<file path="src/rtl/j_piso_transmitter.sv">
// Parallel-in serial-out transmitter.
// A word is taken on a valid/ready handshake and shifted out one bit per clock.
// Frame strobes mark the first and last bits. Back-to-back words stream with no
// idle gap, because a new word can be accepted on the last-bit cycle.
module j_piso_transmitter #(
  parameter int WIDTH      = 8,
  parameter bit MSB_FIRST  = 1'b1,
  parameter bit IDLE_LEVEL = 1'b0
) (
  input  logic             clk,
  input  logic             rst,
  input  logic [WIDTH-1:0] din,
  input  logic             din_valid,
  output logic             din_ready,
  output logic             sout,
  output logic             sout_valid,
  output logic             frame_start,
  output logic             frame_end,
  output logic             busy
);

  localparam int CW = $clog2(WIDTH);
  localparam logic [CW-1:0] LAST     = CW'(WIDTH - 1);
  localparam logic [CW-1:0] PRE_LAST = CW'(WIDTH - 2);

  typedef enum logic {
    IDLE  = 1'b0,
    SHIFT = 1'b1
  } state_t;

  state_t           state;
  logic [WIDTH-1:0] shreg;
  logic [CW-1:0]    count;

  logic             is_last;
  logic             accept;
  logic             first_bit;
  logic             next_bit;
  logic [WIDTH-1:0] shifted;

  // The bit currently on sout always sits at the outgoing end of shreg.
  // Shifting moves the following bit into that position.
  assign is_last   = (count == LAST);
  assign din_ready = (state == IDLE) || ((state == SHIFT) && is_last);
  assign accept    = din_valid && din_ready;
  assign busy      = (state == SHIFT);
  assign first_bit = MSB_FIRST ? din[WIDTH-1] : din[0];
  assign next_bit  = MSB_FIRST ? shreg[WIDTH-2] : shreg[1];
  assign shifted   = MSB_FIRST ? {shreg[WIDTH-2:0], 1'b0} : {1'b0, shreg[WIDTH-1:1]};

  // Single FSM: the serial outputs are registered and describe the cycle after each edge.
  always_ff @(posedge clk or posedge rst) begin
    if (rst) begin
      state       <= IDLE;
      shreg       <= '0;
      count       <= '0;
      sout        <= IDLE_LEVEL;
      sout_valid  <= 1'b0;
      frame_start <= 1'b0;
      frame_end   <= 1'b0;
    end else if (accept) begin
      state       <= SHIFT;
      shreg       <= din;
      count       <= '0;
      sout        <= first_bit;
      sout_valid  <= 1'b1;
      frame_start <= 1'b1;
      frame_end   <= 1'b0;
    end else if (state == SHIFT) begin
      if (!is_last) begin
        count       <= count + CW'(1);
        shreg       <= shifted;
        sout        <= next_bit;
        sout_valid  <= 1'b1;
        frame_start <= 1'b0;
        frame_end   <= (count == PRE_LAST);
      end else begin
        state       <= IDLE;
        sout        <= IDLE_LEVEL;
        sout_valid  <= 1'b0;
        frame_start <= 1'b0;
        frame_end   <= 1'b0;
      end
    end
  end

endmodule

</file>
<file path="config.mk">
export PLATFORM = sky130hd
export DESIGN_NAME = j_piso_transmitter
export DESIGN_NICKNAME = d
export VERILOG_FILES = /design/src/rtl/j_piso_transmitter.sv
export SDC_FILE = /design/constraint.sdc
export NUM_CORES = 1
export LEC_CHECK = 0
export BUFFER_PORTS_ARGS = -buffer_cell sky130_fd_sc_hd__buf_2
export CAP_MARGIN = 20
export CORE_UTILIZATION = 45
export DETAILED_ROUTE_END_ITERATION = 16
export PLACE_DENSITY_LB_ADDON = 0.2
export SYNTH_ARGS = -nofsm -noshare
export SYNTH_HDL_FRONTEND = slang
export SYNTH_SLANG_ARGS = --single-unit
</file>
<file path="constraint.sdc">
create_clock -name clk -period 2.28 [get_ports clk]
set_input_delay 0.228 -clock clk [delete_from_list [all_inputs] [get_ports clk]]
set_output_delay 0.228 -clock clk [all_outputs]
set_load 0.03 [all_outputs]
</file>
## Word level (Yosys, flattened, before mapping)

Index checks and enable logic that the tools add are counted.

- Input port bits: 11
- Register bits: 15
- Output and inout bits: 6

- Equal/unequal tests: 3
- Reductions and logical operators: 5
- Mux-type cells: 19
- $add $sub $neg: 1
- Bitwise gates (word level): 1

Operators by type and width:

| kind | number |
|---|---|
| two-way mux 7 bit | 3 |
| two-way mux 1 bit | 13 |
| two-way mux 3 bit | 3 |
| equality test 3 bit, second input constant | 2 |
| adder 3 x 1 -> 3 bit, second input constant | 1 |
| logical AND 1 bit | 2 |
| inequality test 2 x 1 -> 1 bit, second input constant | 1 |
| AND reduction 2 bit | 1 |
| nonzero test 2 bit | 1 |
| logical OR 1 bit | 1 |
| NOT 1 bit | 1 |

## Longest topological paths before layout

- Word-level depth: 6
- Depth in mapped cells: 6
- Gate-level depth less buffers: 6

## Least setup slack after synthesis

No wires, ideal clock.

- Path type: flip-flop to flip-flop
- Start: reg count[0]
- End: reg count[0]
- Slack: 0.873 ns
- Data required time: 2.147 ns
- Cell stages (with the launch flop): 7
- Period minus slack after synthesis: 1.407 ns
- Setup time: 0.133 ns
- Data arrival time: 1.274 ns
- Path buffers: 0
- Cell sequence: dfrtp_1 > ha_1 > ha_1 > nor2b_4 > inv_2 > nand2b_4 > mux2i_1

- Cells in the longest elaborated chain, start to end: 6
- Elaborated cells between the ends (all ways): 11

Ends and longest elaborated chain:

| what | RTL line | RTL |
|---|---|---|
| from (decl) | 33 | `logic [CW-1:0] count;` |
| from (signal assigned) | 71 | `count <= count + CW'(1);` |
| equality test 3 bit (*) | 43 | `assign is_last = (count == LAST);` |
| logical AND 1 bit (*) | 44 | `assign din_ready = (state == IDLE) \|\| ((state == SHIFT) && is_last);` |
| logical OR 1 bit (*) | 44 |  |
| named net din_ready | 14 | `output logic din_ready,` |
| logical AND 1 bit (*) | 45 | `assign accept = din_valid && din_ready;` |
| inequality test 2 x 1 -> 1 bit (no line) or nonzero test 2 bit (tied branches) | n/a |  |
| AND reduction 2 bit (no line) | n/a |  |

The timed path passes the listed nets; every way through them passes the cells marked *. The select of a mux whose other input is x is not followed.
A chain may end at the register's enable or synchronous reset.

## Worst setup path in the final report

- Start: reg count[0]
- End: out din_ready

- Cells in the longest elaborated chain, start to end: 3

Ends and longest elaborated chain:

| what | RTL line |
|---|---|
| equality test 3 bit | 43 |
| logical AND 1 bit | 44 |
| logical OR 1 bit | 44 |
| to (decl) | 14 |

Every way passes these cells.

==> impl_metrics.ini <==
[power]
pwr-share-seq = 0.454
clkPwrFrac = 0.156
power_frac_comb = 0.389
power.leakage_nw = 0.434
ir_drop_mv = 0.486
powerDensity_nw_per_um2 = 1160
fin_total_pwr_mw = 0.935
p_switching_mw = 0.368
swShare = 0.393
power.internal_mw = 0.567

[floorplan]
core_region_area_um2 = 1510
std_cell_rows = 14
pin_count = 17
fp.dieArea_um2 = 1760
die_y_um = 42.0
start_util = 0.477
die_w_um = 42.0

[yosys]
ys_types = 17
synth_most_common_cell = dfrtp_1
syn-num-nets = 77
synth_top_cell_area_share = 0.523
synth_edf_count = 0
synth.area.top_cells = dfrtp_1 (52%), mux2i_1 (13%), o21ai_0 (6.3%)
ys_seq_elements = 15
seq_area_frac_synth = 0.523
yosys_most_used_dff = dfrtp_1
yosys-top-cells-count = dfrtp_1 (15), nand2_1 (10), mux2i_1 (9), o21ai_0 (9)
postSynthCellCount = 63
syn_area_per_cell_um2 = 11.4
synthArstFlopShare = 1.00
yosys.area.top_type = dfrtp_1
syn_area_um2 = 718
yosys_warnings = 0

[cells_and_area]
diodes = 0
finalNonFillerCells = 96
nFillCells = 138
multi_input_area_um2 = 290
drive_gt1_frac = 0.275
area_growth_syn_to_layout_pct = 12.4
seqCellArea_um2 = 375
fin_nets = 95
design_area_um2 = 807

[grt]
grt_start_max_net_pins = 17
grt_antenna_before_repair = 0
grtUsageTotal = 0.149
grt-ovfl-total = 0
first_global_vias = 471
grt_pass1_wl_um = 1960

[outcome]
outcome = finished, violations left
violations = negative hold slack

[sta]
setup_violations = 0
final_max_slew_viol_count = 0
hold_viol = 8
period_minus_slack_ps = 2030
hold-worst-slack_ps = -3.00
fin_skew_ps = 6.37
period_share = 0.892
worst_pin_slew_ps = 576
slew_headroom = 0.616
rsz0062_at_grt = false
finalSetupTns_ps = 0
fmax_ghz = 0.492

[clock_network]
cts_buffers = 3
cts_resized = 0
clkTransAtPathRegs_ps = 90
post_cts_buffers = 0
cts_hold_buf = 0
cts_max_level = 1
cts_tree = yes
root_buffer = clkbuf_4
clockBufferDepth = 2
clock_latency_ps = 270
clkSinkCount = 15

[placed_design]
dpl.hpwl_um = 783
gp_congestion = 0.661
placed_cell_area_um2 = 781
placed_cells = 92
io_buffers = 16

[setup_path]
cp_max_fo = 16
end_kind = output pin
crit_path_top_delay_cell = dfrtp_1
path_cells = ha_1, ha_1, nor2b_4, inv_2, buf_2
worst_path_largest_cell_delay_ps = 420
crit_type = register to output pin
cp_top_family = adder cells
cp-start-kind = register
worstPathRequired_ps = 2050
crit_arrival_ps = 1810
cpMostUsedCell = ha_1
critPathBufInv = 2

[route]
wl_per_cell_um = 11.3
viasPerCell = 4.99
drt_wl_total_um = 1090
drt_iter0_drc = 7
ant_nets = 0
drc = 0
num_vias = 479
firstDrtPassIters = 4

[worst_hold_path]
hold_class = input pin to asynchronous set/reset pin

[run]
drv_cap = 0
==> power groups by stage <==
stage	sequential (mW)	clock [mW]	combinational (mW)
after global placement	0.429	0	0.360
after CTS	0.426	0.152	0.368
after detailed placement	0.433	0	0.366
after floorplan	0.473	0	0.253
final	0.425	0.146	0.364
after global routing	0.441	0.162	0.407
==> flip-flops by register name, indices dropped and copies added, names as in the netlist <==
signal,flops
shreg,7
count,3
busy,1
frame_end,1
frame_start,1
sout,1
sout_valid,1
==> cell type report <==
type / count / area share
clock buffer: 4 / 0.0326
timing repair buffer: 16 / 0.0992
multi-input combinational: 41 / 0.360
inverter: 4 / 0.0186
tap: 16 / 0.0248
sequential: 15 / 0.465
==> metrics by stage <==
stage / utilization / hold WS (ps) / worst slack, ps
final: 0.536 / -3.00 / 247
after global routing: 0.536 / 55.6 / 137
after CTS: 0.536 / 16.2 / 252
after detailed placement: 0.518 / 316 / 563
after global placement: 0.518 / 307 / 616
after floorplan: - / 129 / 873
==> path summary, 6_finish.rpt <==
kind,slack [ps],cells after the start,end,start
setup / recovery,250,5,din_ready,count[0]
hold / removal,-3,2,frame_start,rst
setup reg to reg,680,6,count[0],count[0]
hold reg to reg,480,2,shreg[6],shreg[5]
max in group asynchronous,1900,2,shreg[5],rst
min in group clk,200,3,shreg[0],din[0]
==> routing by layer <==
layer,GRT usage,wire [um],vias up
li1,-,-,246
met1,0.217,578,219
met2,0.209,452,12
met3,0.0304,47,2
met4,0.0774,10,0
met5,0,0,-
==> cell usage in the layout (no fill, tap or decap), types with 2 or more instances in the layout <==
master    instances
dfrtp_1          15
o21ai_0           9
buf_2            16
inv_1             3
nand2_1          10
clkbuf_4          3
nor2_1            2
nand3b_1          2
mux2i_1           9
ha_1              3
==> cells by family (layout without fill, tap and decap cells) <==
family / Yosys count / count (layout) / share of synthesized area
buffers and inverters: 7 / 24 / 0.0732
AO/OA/AOI/OAI: 12 / 12 / 0.0923
AND/OR/NAND/NOR: 17 / 17 / 0.134
flip-flops: 15 / 15 / 0.523
multiplexers: 9 / 9 / 0.125
adder cells (fa/ha/maj): 3 / 3 / 0.0523
Power figures use the tool's default switching activity.
